`src/rtl/race_pkg.sv`:
```
// Shared race constants: state bus codes seen by both physics engines, winner codes.
// Pure definitions, no timing or flow control.
package race_pkg;

    typedef logic [2:0] race_state_t;

    localparam race_state_t ST_IDLE      = 3'd0;
    localparam race_state_t ST_SETTING   = 3'd1;
    localparam race_state_t ST_COUNTDOWN = 3'd3;
    localparam race_state_t ST_RACING    = 3'd4;
    localparam race_state_t ST_PAUSE     = 3'd5;
    localparam race_state_t ST_FINISH    = 3'd6;

    localparam logic [1:0] WIN_NONE = 2'd0;
    localparam logic [1:0] WIN_P1   = 2'd1;
    localparam logic [1:0] WIN_P2   = 2'd2;
    localparam logic [1:0] WIN_TIE  = 2'd3;

    localparam int SUBSEC_TICKS = 100;

    // Bit order matches WIN_* so both-high naturally encodes a tie.
    function automatic logic [1:0] winner_code(input logic p1, input logic p2);
        return {p2, p1};
    endfunction

endpackage

```
`src/rtl/race_sequencer_if.sv`:
```
// Button pulses and engine finish flags in, race state bus and timing outputs out.
// Plain wires; no handshake, every output is valid every cycle.
interface race_sequencer_if;
    import race_pkg::*;

    logic        start_p;
    logic        pause_p;
    logic        abort_p;
    logic        p1_finish;
    logic        p2_finish;
    race_state_t state;
    logic [1:0]  countdown;
    logic        go_pulse;
    logic [15:0] race_cs;
    logic [1:0]  winner;

    modport master (
        input  start_p, pause_p, abort_p, p1_finish, p2_finish,
        output state, countdown, go_pulse, race_cs, winner
    );

    modport slave (
        output start_p, pause_p, abort_p, p1_finish, p2_finish,
        input  state, countdown, go_pulse, race_cs, winner
    );

endinterface

```
`src/rtl/cs_prescaler.sv`:
```
// Centisecond prescaler: counts 0..CS_CYCLES-1 while enabled, holds otherwise.
// tick is combinational from the held count and en; no backpressure.
module cs_prescaler #(
    parameter int CS_CYCLES = 1_000_000
) (
    input  logic clk,
    input  logic rst,
    input  logic clr,
    input  logic en,
    output logic tick
);

    localparam int CW = (CS_CYCLES > 1) ? $clog2(CS_CYCLES) : 1;
    localparam logic [CW-1:0] LAST = CW'(CS_CYCLES - 1);

    logic [CW-1:0] cnt;

    assign tick = en && (cnt == LAST);

    always_ff @(posedge clk) begin
        if (rst || clr) begin
            cnt <= '0;
        end else if (en) begin
            cnt <= (cnt == LAST) ? '0 : cnt + 1'b1;
        end
    end

endmodule

```
`src/rtl/race_sequencer.sv`:
```
// Race FSM driving the engines' state bus, plus countdown, race timer and winner latch.
// All outputs registered, one cycle after the sampled pulse; pulses are never stalled.
module race_sequencer
    import race_pkg::*;
#(
    parameter int CLK_FREQ  = 100_000_000,
    parameter int CS_CYCLES = CLK_FREQ / 100,
    parameter int CD_START  = 3,
    parameter int TIME_MAX  = 59999
) (
    input  logic              clk,
    input  logic              rst,
    race_sequencer_if.master  bus
);

    race_state_t state_q, state_d;
    logic [1:0]  cd_q, cd_d;
    logic        go_q, go_d;
    logic [15:0] cs_q, cs_d;
    logic [1:0]  win_q, win_d;
    logic [6:0]  sub_q, sub_d;

    logic ps_clr;
    logic ps_en;
    logic tick;
    logic finish_any;
    logic state_valid;

    assign finish_any  = bus.p1_finish | bus.p2_finish;
    assign state_valid = (state_q != 3'd2) && (state_q != 3'd7);

    // The prescaler only runs in cycles that stay in COUNTDOWN/RACING, so a
    // finishing cycle never bumps race_cs and pause freezes it mid-count.
    assign ps_en  = !bus.abort_p &&
                    ((state_q == ST_COUNTDOWN) ||
                     ((state_q == ST_RACING) && !finish_any));
    assign ps_clr = bus.abort_p || !state_valid ||
                    ((state_q == ST_SETTING) && bus.start_p);

    cs_prescaler #(
        .CS_CYCLES (CS_CYCLES)
    ) u_prescaler (
        .clk  (clk),
        .rst  (rst),
        .clr  (ps_clr),
        .en   (ps_en),
        .tick (tick)
    );

    always_comb begin
        state_d = state_q;
        cd_d    = cd_q;
        go_d    = 1'b0;
        cs_d    = cs_q;
        win_d   = win_q;
        sub_d   = sub_q;

        if (bus.abort_p || !state_valid) begin
            state_d = ST_IDLE;
            cd_d    = 2'd0;
            cs_d    = 16'd0;
            win_d   = WIN_NONE;
            sub_d   = 7'd0;
        end else begin
            case (state_q)
                ST_IDLE: begin
                    if (bus.start_p) state_d = ST_SETTING;
                end
                ST_SETTING: begin
                    if (bus.start_p) begin
                        state_d = ST_COUNTDOWN;
                        cd_d    = 2'(CD_START);
                        cs_d    = 16'd0;
                        sub_d   = 7'd0;
                    end
                end
                ST_COUNTDOWN: begin
                    if (tick) begin
                        if (sub_q == 7'(SUBSEC_TICKS - 1)) begin
                            sub_d = 7'd0;
                            if (cd_q == 2'd1) begin
                                state_d = ST_RACING;
                                cd_d    = 2'd0;
                                go_d    = 1'b1;
                            end else begin
                                cd_d = cd_q - 2'd1;
                            end
                        end else begin
                            sub_d = sub_q + 7'd1;
                        end
                    end
                end
                ST_RACING: begin
                    if (finish_any) begin
                        state_d = ST_FINISH;
                        win_d   = winner_code(bus.p1_finish, bus.p2_finish);
                    end else begin
                        if (tick && (cs_q < 16'(TIME_MAX))) cs_d = cs_q + 16'd1;
                        if (bus.pause_p) state_d = ST_PAUSE;
                    end
                end
                ST_PAUSE: begin
                    if (bus.pause_p) state_d = ST_RACING;
                end
                ST_FINISH: begin
                    if (bus.start_p) begin
                        state_d = ST_IDLE;
                        cs_d    = 16'd0;
                        win_d   = WIN_NONE;
                    end
                end
                default: state_d = ST_IDLE;
            endcase
        end
    end

    always_ff @(posedge clk) begin
        if (rst) begin
            state_q <= ST_IDLE;
            cd_q    <= 2'd0;
            go_q    <= 1'b0;
            cs_q    <= 16'd0;
            win_q   <= WIN_NONE;
            sub_q   <= 7'd0;
        end else begin
            state_q <= state_d;
            cd_q    <= cd_d;
            go_q    <= go_d;
            cs_q    <= cs_d;
            win_q   <= win_d;
            sub_q   <= sub_d;
        end
    end

    assign bus.state     = state_q;
    assign bus.countdown = cd_q;
    assign bus.go_pulse  = go_q;
    assign bus.race_cs   = cs_q;
    assign bus.winner    = win_q;

endmodule

```
`src/flat_wrapper.sv`:
```
// flat-port wrapper written by rule: the top's interface ports become plain ports
module race_sequencer_flat import race_pkg::*;
#(
    parameter int CLK_FREQ  = 100_000_000,
    parameter int CS_CYCLES = CLK_FREQ / 100,
    parameter int CD_START  = 3,
    parameter int TIME_MAX  = 59999
)
  (clk, rst, bus_start_p, bus_pause_p, bus_abort_p, bus_p1_finish, bus_p2_finish, bus_state, bus_countdown, bus_go_pulse, bus_race_cs, bus_winner);
  race_sequencer_if bus_i ();
  input  logic clk;
  input  logic rst;
  input wire logic [$bits(bus_i.start_p)-1:0] bus_start_p;
  input wire logic [$bits(bus_i.pause_p)-1:0] bus_pause_p;
  input wire logic [$bits(bus_i.abort_p)-1:0] bus_abort_p;
  input wire logic [$bits(bus_i.p1_finish)-1:0] bus_p1_finish;
  input wire logic [$bits(bus_i.p2_finish)-1:0] bus_p2_finish;
  output wire logic [$bits(bus_i.state)-1:0] bus_state;
  output wire logic [$bits(bus_i.countdown)-1:0] bus_countdown;
  output wire logic [$bits(bus_i.go_pulse)-1:0] bus_go_pulse;
  output wire logic [$bits(bus_i.race_cs)-1:0] bus_race_cs;
  output wire logic [$bits(bus_i.winner)-1:0] bus_winner;
  assign bus_i.start_p = bus_start_p;
  assign bus_i.pause_p = bus_pause_p;
  assign bus_i.abort_p = bus_abort_p;
  assign bus_i.p1_finish = bus_p1_finish;
  assign bus_i.p2_finish = bus_p2_finish;
  assign bus_state = bus_i.state;
  assign bus_countdown = bus_i.countdown;
  assign bus_go_pulse = bus_i.go_pulse;
  assign bus_race_cs = bus_i.race_cs;
  assign bus_winner = bus_i.winner;
  race_sequencer #(.CLK_FREQ(CLK_FREQ), .CS_CYCLES(CS_CYCLES), .CD_START(CD_START), .TIME_MAX(TIME_MAX)) u_core (.clk(clk), .rst(rst), .bus(bus_i));
endmodule
```
`config.mk`:
```
export PLATFORM = sky130hd
export DESIGN_NAME = race_sequencer_flat
export DESIGN_NICKNAME = d
export VERILOG_FILES = /design/src/rtl/race_pkg.sv /design/src/rtl/race_sequencer_if.sv /design/src/rtl/cs_prescaler.sv /design/src/rtl/race_sequencer.sv /design/src/flat_wrapper.sv
export SDC_FILE = /design/constraint.sdc
export NUM_CORES = 1
export LEC_CHECK = 0
export BUFFER_PORTS_ARGS = -buffer_cell sky130_fd_sc_hd__buf_4
export CAP_MARGIN = 10
export CORE_MARGIN = 1
export CORE_UTILIZATION = 40
export DETAILED_ROUTE_END_ITERATION = 10
export PLACE_DENSITY_LB_ADDON = 0.12
export SLEW_MARGIN = 20
export SYNTH_ARGS = -nofsm -noshare
export SYNTH_HDL_FRONTEND = slang
export SYNTH_SLANG_ARGS = --single-unit
export TNS_END_PERCENT = 20
```
`constraint.sdc`:
```
create_clock -name clk -period 7.2 [get_ports clk]
set_clock_uncertainty 0.05 [all_clocks]
set_input_delay 1.08 -clock clk [delete_from_list [all_inputs] [get_ports clk]]
set_output_delay 1.08 -clock clk [all_outputs]
set_load 0.05 [all_outputs]
```
==> results.toml, run 1 <==
[outcome]
outcome = "finished, final reports clean"

[detailed_routing]
detail-route-antenna-nets = 0
via_to_cell_ratio = 5.80
drt_iter0_drc = 157
wl_cell_um = 14.7
vias = 2747
detail_route.drc_violations = 0
routed_wirelength_mm = 6.97
first_pass_iters = 5

[clock_network]
numClockSinks = 51
clk-insertion-delay-late_ns = 0.30
cts-resized-gates = 0
htree_num_levels = 2
cts.hold.buffers_added = 0
clk_transition_reported_paths_ns = 0.10
cts_tree = "built"
clockRootBuffer = "sky130_fd_sc_hd__clkbuf_8"
buffer_depth_of_the_longest_clock_path = 2
post-cts-setup-buffer-count = 0
cts-buffers-inserted = 5

[sta]
slew_viol_final = 0
min_period_over_period_pct = 43.7
min_clock_period_post_route_ns = 3.14
final.setup.worst_slack_ns = 4.06
timing.setup.tns_ns = 0
achievable-frequency_ghz = 0.318
setup_viol = 0
slew_headroom_pct = 34.3
grt_setup_unrepaired = "false"
final-hold-violation-count = 0
tightest_slew_ns = 0.983

[yosys]
syn-instance-count = 353
postSynthRegisterBits = 51
synth_warnings = 0
ys_top_cells_by_area = "sky130_fd_sc_hd__dfxtp_1 (35%), sky130_fd_sc_hd__xnor2_1 (5.4%), sky130_fd_sc_hd__nor2_1 (4.9%)"
yosys.cell_types.count = 61
yosys_most_used_dff = "sky130_fd_sc_hd__dfxtp_1"
syn_area_per_cell_um2 = 8.26
synth_edf_count = 0
seq_area_frac_synth_pct = 35.0
synth_top_cell_by_area = "sky130_fd_sc_hd__dfxtp_1"
synth.net_count = 364
synth_area_mm2 = 0.00292
asyncSetResetFlopFracSynth_pct = 0
synth.top_cell.area_share_pct = 35.0

[critical_path]
worst_path_largest_cell_delay_ns = 0.84
r2r_cells = 5
timing.critical_path.from_type = "flop"
total_number_of_cells_along_the_worst_setup_path = 5
critPathBufInv = 0
worst_setup_path_class = "reg -> reg"
cp_slowest_cell = "sky130_fd_sc_hd__nor3b_1"
ordered_list_of_cells_on_the_worst_path = "nor3b_1 -> a2bb2oi_4 -> o31a_1 -> nor3_1 -> a311oi_1"
critPathMaxFanout = 24
critPathArrivalTime_ns = 3.25
timing.rr.start = "u_core.bus.state[2]"
crit_path_start = "u_core.bus.state[2]"
crit_family = "simple AND/OR/NAND/NOR gates"
timing.critical_path.required_ns = 7.31
critical_path.endpoint_type = "flop"

[global_route]
grt_first_pass_wirelength_mm = 11.7
grt_util_all_layers_pct = 19.4
overflow = 0
first_global_vias = 2371
initial_antenna_violation_count = 0
grt_max_degree = 25

[floorplanning]
io_pins = 31
floorplan.core_area_mm2 = 0.00691
die_height_um = 87.4
die-width_um = 87.4
placement_rows = 30
floorplan.initialDensity_pct = 42.2
dieArea_mm2 = 0.00763

[final_layout]
ff_latch_area_mm2 = 0.00102
antenna_diodes = 0
final_nets = 388
fillCellCount = 701
multi_input_area_mm2 = 0.00181
drive_above_1_share_pct = 13.5
areaGrowthSynthToFinish_pct = 13.9

[pwr]
worst_ir_drop_vdd_uv = 86.6
powerDensity_mw_per_mm2 = 141
power.static_leakage_uw = 0.00102
power.total_uw = 469

[place]
post_place_setup_slack_ns = 3.93
numPortBuffers = 30
post-dp-hpwl_mm = 4.97
gp_routability_congestion = 0.806

[min_path]
min-delay-path-class = "reg -> reg"
holdCritStartpoint = "u_core.sub_q[1]"
min_delay_path_depth = 2

[job]
maxCapViolations = 0
-- synthesized netlist by cell type, drive strengths merged, types with 3 or more instances --
cell type and count:
a2bb2oi 3, or4 5, nand4 8, o211ai 6, a21oi 4, nor3 15, o21ai 15, o221ai 4
o311ai 4, a311oi 3, and2 6, nand3b 4, nor2 38, mux2i 7, nand2 32, nor4 16
and4 4, dfxtp 51, nand3 14, a41oi 5, inv 14, or3 4, xnor2 18, clkbuf 13
ha 4, and3 5, nand2b 5, or2 3, a22oi 4, nor4b 6, a31oi 5
-- layout by cell type (no fill, tap or decap), drive strengths merged, types with 5 or more instances in the layout --
cell type / n
and3: 5
nor4b: 6
and2: 6
nand4: 8
nand2b: 5
nand2: 32
dfxtp: 51
a41oi: 5
xnor2: 18
clkbuf: 7
a31oi: 5
inv: 14
buf: 31
nor4: 16
mux2i: 7
nor3: 15
o211ai: 6
nand3: 14
nor2: 38
or4: 5
o21ai: 15
-- state kept, by name, indices dropped and copies added (netlist names) --
register	cells
u_core.bus.state	3
u_core.u_prescaler.cnt	20
u_core.bus.go_pulse	1
u_core.bus.race_cs	16
u_core.sub_q	7
u_core.bus.winner	2
u_core.bus.countdown	2
-- kinds of logic after synthesis --
family                   after synthesis  synth area share [%]
AO/OA/AOI/OAI                         70                  17.9
flip-flops                            51                  35.0
buffers and inverters                 28                  3.65
XOR/XNOR                              19                  5.71
AND/OR/NAND/NOR                      174                  33.6
multiplexers                           7                  2.40
adder cells (fa/ha/maj)                4                  1.72
-- stage by stage --
| step | area (um2) | utilization, % | std cells | hold WS [ns] |
|---|---|---|---|---|
| 4_1_cts | 3310 | 47.9 | 474 | 0.442 |
| 2_1_floorplan | 2920 | - | 353 | 0.381 |
| 5_1_grt | 3320 | 48.1 | 474 | 0.470 |
| 3_5_place_dp | 3230 | 46.7 | 466 | 0.427 |
| 6_report | 3320 | 48.1 | 474 | 0.441 |
| 3_3_place_gp | 3230 | 46.7 | 466 | 0.414 |
-- power by group --
part	switching [uW]	internal, uW	total, uW
sequential	1.22	282	284
combinational	17.2	8.45	25.7
clock	91.0	68.5	159
total	109	359	469
-- final timing paths --
kind / end / slack (ns)
max: u_core.bus.race_cs[9] / 4.06
min: u_core.sub_q[1] / 0.44
max reg2reg: u_core.bus.race_cs[9] / 4.06
min reg2reg: u_core.sub_q[1] / 0.44
-- worst min-delay path, delay by kind of cell (launching register included) --
kind | cells | cell delay, ns
flip-flops | 1 | 0.34
multiplexers | 1 | 0.05
AND/OR/NAND/NOR | 1 | 0.06
-- layout make-up --
| type | count | area share (%) |
|---|---|---|
| tap | 96 | 3.62 |
| multi-input combinational | 274 | 54.6 |
| inverter | 14 | 1.58 |
| clock buffer | 7 | 2.30 |
| timing repair buffer | 31 | 7.01 |
| sequential | 51 | 30.8 |
| clock inverter | 1 | 0.151 |
-- routing by layer --
metal | GRT usage (%) | wire (um)
met1 | 27.6 | 3540
met2 | 29.8 | 3070
met3 | 3.22 | 292
met4 | 5.96 | 75
met5 | 0 | 0
Power figures use the tool's default switching activity.
==> run 2, diff against run 1 <==
==> constraint.sdc (replaced) <==
create_clock -name clk -period 2.7 [get_ports clk]
set_clock_uncertainty 0.05 [all_clocks]
set_input_delay 0.405 -clock clk [delete_from_list [all_inputs] [get_ports clk]]
set_output_delay 0.405 -clock clk [all_outputs]
set_load 0.05 [all_outputs]
==> results.toml, run 2 (same netlist as run 1, synthesis figures left out) <==
[final_layout]
antenna_diodes = 0
registers.top_by_ff_count = "u_core.u_prescaler.cnt"
layout_common_cells = "sky130_fd_sc_hd__dfxtp_1 (51), sky130_fd_sc_hd__buf_4 (44), sky130_fd_sc_hd__nor2_1 (38)"
areaGrowthSynthToFinish_pct = 17.2
area_of_all_placed_cells_without_fillers_mm2 = 0.00342
drive_above_1_share_pct = 16.9
commonest_non_fill_non_tap_cell_in_the_layout = "sky130_fd_sc_hd__dfxtp_1"
largest_register_ffs = 20
final_nets = 401

[sta]
timing.setup.tns_ns = 0
achievable-frequency_ghz = 0.421
slew_viol_final = 0
tightest_slew_ns = 0.620
slew_headroom_pct = 58.4
min_clock_period_post_route_ns = 2.38
final-hold-violation-count = 0
grt_setup_unrepaired = "false"
min_period_over_period_pct = 88.0
setup_viol = 0

[global_route]
first_global_vias = 2567
overflow = 0
initial_antenna_violation_count = 0
grt_util_all_layers_pct = 20.4
grt_max_degree = 24
grt_first_pass_wirelength_mm = 12.4

[clock_network]
numClockSinks = 51
buffer_depth_of_the_longest_clock_path = 2
clk_transition_reported_paths_ns = 0.10
clockRootBuffer = "sky130_fd_sc_hd__clkbuf_8"
cts-resized-gates = 0
cts_tree = "built"
cts-buffers-inserted = 5
post-cts-setup-buffer-count = 0
htree_num_levels = 2
cts.hold.buffers_added = 0
clk-insertion-delay-late_ns = 0.31

[place]
gp_routability_congestion = 0.808
placement.cell_area_mm2 = 0.00333
post-dp-hpwl_mm = 5.23
numPortBuffers = 30

[floorplanning]
dieArea_mm2 = 0.00763
floorplan.initialDensity_pct = 42.2
placement_rows = 30
die-width_um = 87.4
die_height_um = 87.4
io_pins = 31
floorplan.core_area_mm2 = 0.00691

[critical_path]
critical_path.endpoint_type = "flop"
timing.critical_path.required_ns = 2.89
timing.critical_path.from_type = "flop"
critPathArrivalTime_ns = 2.57
cp_slowest_cell = "sky130_fd_sc_hd__or4_4"
worst_path_largest_cell_delay_ns = 0.56
critPathMaxFanout = 6
worst_setup_path_class = "reg -> reg"
ordered_list_of_cells_on_the_worst_path = "or4b_4 -> or4_4 -> nor4_4 -> or4b_1 -> mux2i_1"

[pwr]
worst_ir_drop_vdd_uv = 181
power.static_leakage_uw = 0.00109
powerDensity_mw_per_mm2 = 377

[detailed_routing]
detail-route-antenna-nets = 0
detail_route.drc_violations = 0
via_to_cell_ratio = 5.82
vias = 2830
first_pass_iters = 4
wl_cell_um = 14.8
routed_wirelength_mm = 7.21
drt_iter0_drc = 167

[outcome]
outcome = "finished, final reports clean"

[job]
maxCapViolations = 0

[min_path]
min-delay-path-class = "in -> reg"
run 2: metal layers:
| metal | GRT usage [%] | part of all wire, % | vias to the layer above |
|---|---|---|---|
| met5 | 0 | 0 | - |
| li1 | - | - | 1406 |
| met4 | 6.11 | 1.2 | 0 |
| met2 | 32.8 | 46 | 62 |
| met1 | 28.0 | 49 | 1352 |
| met3 | 3.32 | 3.9 | 10 |
run 2: cell type report:
class | count | area [um2]
sequential | 51 | 1020
clock inverter | 1 | 5.00
tap | 96 | 120
multi-input combinational | 274 | 1810
inverter | 14 | 52.6
clock buffer | 6 | 82.6
fill | 708 | 3490
timing repair buffer | 44 | 330
run 2: worst max-delay path: cells and delay by family (launching register included):
kind	cells	cell delay (ns)
AND/OR/NAND/NOR	4	1.79
multiplexers	1	0.12
flip-flops	1	0.37
run 2: where the power goes:
part / switching (uW) / total [uW] / internal (uW)
Sequential: 2.66 / 756 / 753
Clock: 257 / 459 / 202
Combinational: 47.1 / 73.0 / 25.9
Total: 306 / 1290 / 981
run 2: final timing paths:
kind / from / endpoint / slack (ns) / depth (start not counted)
max: u_core.u_prescaler.cnt[11] / u_core.sub_q[6] / 0.32 / 5
min: bus_p1_finish / u_core.bus.winner[0] / 0.33 / 3
max reg2reg: u_core.u_prescaler.cnt[11] / u_core.sub_q[6] / 0.32 / 5
min reg2reg: u_core.sub_q[6] / u_core.sub_q[6] / 0.42 / 1
run 2: through the flow:
step | std cells | worst slack, ns | utilization, % | hold WS, ns | total power, uW
2_1_floorplan | 353 | 0.180 | - | 0.381 | 816
5_1_grt | 486 | 0.167 | 49.5 | 0.365 | 1340
3_3_place_gp | 479 | 0.355 | 48.2 | 0.408 | 846
6_report | 486 | 0.325 | 49.5 | 0.330 | 1290
4_1_cts | 486 | 0.318 | 49.5 | 0.329 | 1300
3_5_place_dp | 479 | 0.328 | 48.2 | 0.406 | 847
==> run 3, diff against run 2 <==
--- a/config.mk
+++ b/config.mk
@@ -5,6 +5,7 @@
 export SDC_FILE = /design/constraint.sdc
 export NUM_CORES = 1
 export LEC_CHECK = 0
+export ABC_AREA = 1
 export BUFFER_PORTS_ARGS = -buffer_cell sky130_fd_sc_hd__buf_4
 export CAP_MARGIN = 10
 export CORE_MARGIN = 1
==> results.toml, run 3 <==
[global_route]
first_global_vias = 3205
grt_first_pass_wirelength_mm = 14.6
overflow = 0
grt_max_degree = 18
initial_antenna_violation_count = 0
grt_util_all_layers_pct = 20.9

[yosys]
seq_area_frac_synth_pct = 30.9
ys_top_cells_by_area = "sky130_fd_sc_hd__dfxtp_1 (31%), sky130_fd_sc_hd__nand2_1 (14%), sky130_fd_sc_hd__nor2_1 (11%)"
synthTopCellsByCount = "sky130_fd_sc_hd__nand2_1 (122), sky130_fd_sc_hd__nor2_1 (97), sky130_fd_sc_hd__inv_1 (57), sky130_fd_sc_hd__nand3_1 (53), sky130_fd_sc_hd__dfxtp_1 (51)"
synth_area_mm2 = 0.00330
syn-instance-count = 536
synth_edf_count = 0
yosys.cell_types.count = 37
postSynthRegisterBits = 51
synth_top_cell_by_area = "sky130_fd_sc_hd__dfxtp_1"
yosys_most_used_dff = "sky130_fd_sc_hd__dfxtp_1"
synth_warnings = 0
syn_area_per_cell_um2 = 6.16
synth.net_count = 547
most_used_standard_cell_by_instance_count_after_synthesis = "sky130_fd_sc_hd__nand2_1"
asyncSetResetFlopFracSynth_pct = 0
synth.top_cell.area_share_pct = 30.9

[detailed_routing]
drt_iter0_drc = 116
vias = 3416
detail_route.drc_violations = 0
wl_cell_um = 12.4
via_to_cell_ratio = 5.09
routed_wirelength_mm = 8.35
first_pass_iters = 4
detail-route-antenna-nets = 0

[sta]
final.setup.worst_slack_ns = 0.437
tightest_slew_ns = 0.439
slew_headroom_pct = 70.5
slew_viol_final = 0
min_clock_period_post_route_ns = 2.26
setup_viol = 0
grt_setup_unrepaired = "false"
timing.setup.tns_ns = 0
achievable-frequency_ghz = 0.442
min_period_over_period_pct = 83.8
final-hold-violation-count = 0

[floorplanning]
die-width_um = 92.8
floorplan.core_area_mm2 = 0.00785
dieArea_mm2 = 0.00862
die_height_um = 92.8
placement_rows = 32
floorplan.initialDensity_pct = 42.1
io_pins = 31

[final_layout]
drive_above_1_share_pct = 12.7
layout_common_cells = "sky130_fd_sc_hd__nand2_1 (122), sky130_fd_sc_hd__nor2_1 (97), sky130_fd_sc_hd__inv_1 (57)"
antenna_diodes = 0
commonest_non_fill_non_tap_cell_in_the_layout = "sky130_fd_sc_hd__nand2_1"
registers.top_by_ff_count = "u_core.u_prescaler.cnt"
final_nets = 579
largest_register_ffs = 20
areaGrowthSynthToFinish_pct = 13.3

[clock_network]
clk-insertion-delay-late_ns = 0.32
cts-buffers-inserted = 5
clk_transition_reported_paths_ns = 0.11
cts-resized-gates = 0
post-cts-setup-buffer-count = 0
htree_num_levels = 2
clockRootBuffer = "sky130_fd_sc_hd__clkbuf_8"
buffer_depth_of_the_longest_clock_path = 2
numClockSinks = 51
cts.hold.buffers_added = 0
cts_tree = "built"

[critical_path]
cp_slowest_cell = "sky130_fd_sc_hd__dfxtp_1"
timing.rr.start = "u_core.u_prescaler.cnt[0]"
timing.critical_path.required_ns = 2.84
timing.critical_path.from_type = "flop"
ordered_list_of_cells_on_the_worst_path = "ha_1 -> nand3_1 -> nor2_1 -> nand3_1 -> nor2_1 -> nand2_1 -> nand2_2 -> nand2_1 -> nand2_1 -> a21oi_1"
cp_common_cell = "sky130_fd_sc_hd__nand2_1"
critPathArrivalTime_ns = 2.40
crit_path_start = "u_core.u_prescaler.cnt[0]"
worst_path_largest_cell_delay_ns = 0.41
critical_path.endpoint_type = "flop"
worst_setup_path_class = "reg -> reg"
critPathMaxFanout = 9

[pwr]
power.total_uw = 1630
worst_ir_drop_vdd_uv = 264
power.static_leakage_uw = 0.00143
powerDensity_mw_per_mm2 = 436

[place]
numPortBuffers = 30
post_place_setup_slack_ns = 0.485
post-dp-hpwl_mm = 6.40
gp_routability_congestion = 0.905

[job]
maxCapViolations = 0

[outcome]
outcome = "finished, final reports clean"

[min_path]
holdCritStartpoint = "bus_p2_finish"
min-delay-path-class = "in -> reg"
## run 3: changes by cell type after synthesis, sizes merged, moves of 7 or more
cell / previous run / this run
nand2: 32 / 133
xnor2: 18 / 1
nand4: 8 / 18
nor2: 38 / 99
buf: 1 / 10
clkbuf: 13 / 1
mux2i: 7 / 0
a21oi: 4 / 38
inv: 14 / 62
nand3: 14 / 57
nor4: 16 / 2
## run 3: layout make-up
cell class / instances / area (um2)
multi-input combinational: 411 / 1970
clock inverter: 3 / 47.5
timing repair buffer: 36 / 270
fill: 882 / 4110
clock buffer: 5 / 68.8
sequential: 51 / 1020
inverter: 63 / 238
tap: 102 / 128
## run 3: worst paths after layout
path,to,slack (ns),depth (start not counted)
setup / recovery,u_core.bus.race_cs[10],0.44,10
hold / removal,u_core.bus.winner[1],0.31,3
setup reg to reg,u_core.bus.race_cs[10],0.44,10
hold reg to reg,u_core.bus.winner[0],0.43,2
## run 3: routing by layer
metal	global-route usage (%)	wire length, um	vias up
met4	5.64	73	0
li1	-	-	1807
met1	26.9	3910	1542
met2	36.2	4080	61
met5	0	0	-
met3	3.12	288	6
## run 3: cell families after synthesis
group	count (synthesis)	share of synthesized area, %
AOI/OAI and AO/OA	66	11.2
xor gates and xnor gates	6	1.59
adders and majority gates	4	1.52
buffers and inverters	74	9.48
DFF	51	30.9
and+or+nand+nor	335	45.3
## run 3: metrics by stage
stage / hold slack [ns] / cells / utilization, % / instance area (um2)
after floorplan: 0.408 / 536 / - / 3300
after global placement: 0.403 / 663 / 46.2 / 3620
after detailed placement: 0.409 / 663 / 46.2 / 3620
after CTS: 0.302 / 671 / 47.7 / 3740
after global routing: 0.320 / 671 / 47.7 / 3740
final: 0.314 / 671 / 47.7 / 3740
## run 3: report_power, final
group	internal [uW]	switching [uW]
Clock	281	271
Combinational	88.0	199
Sequential	766	23.6
## run 3: worst max-delay path, delay by kind of cell (launching register included)
kind            cells  cell delay (ns)
flops               1             0.41
fa+ha+maj           1             0.27
compound gates      1             0.07
simple gates        8             1.34
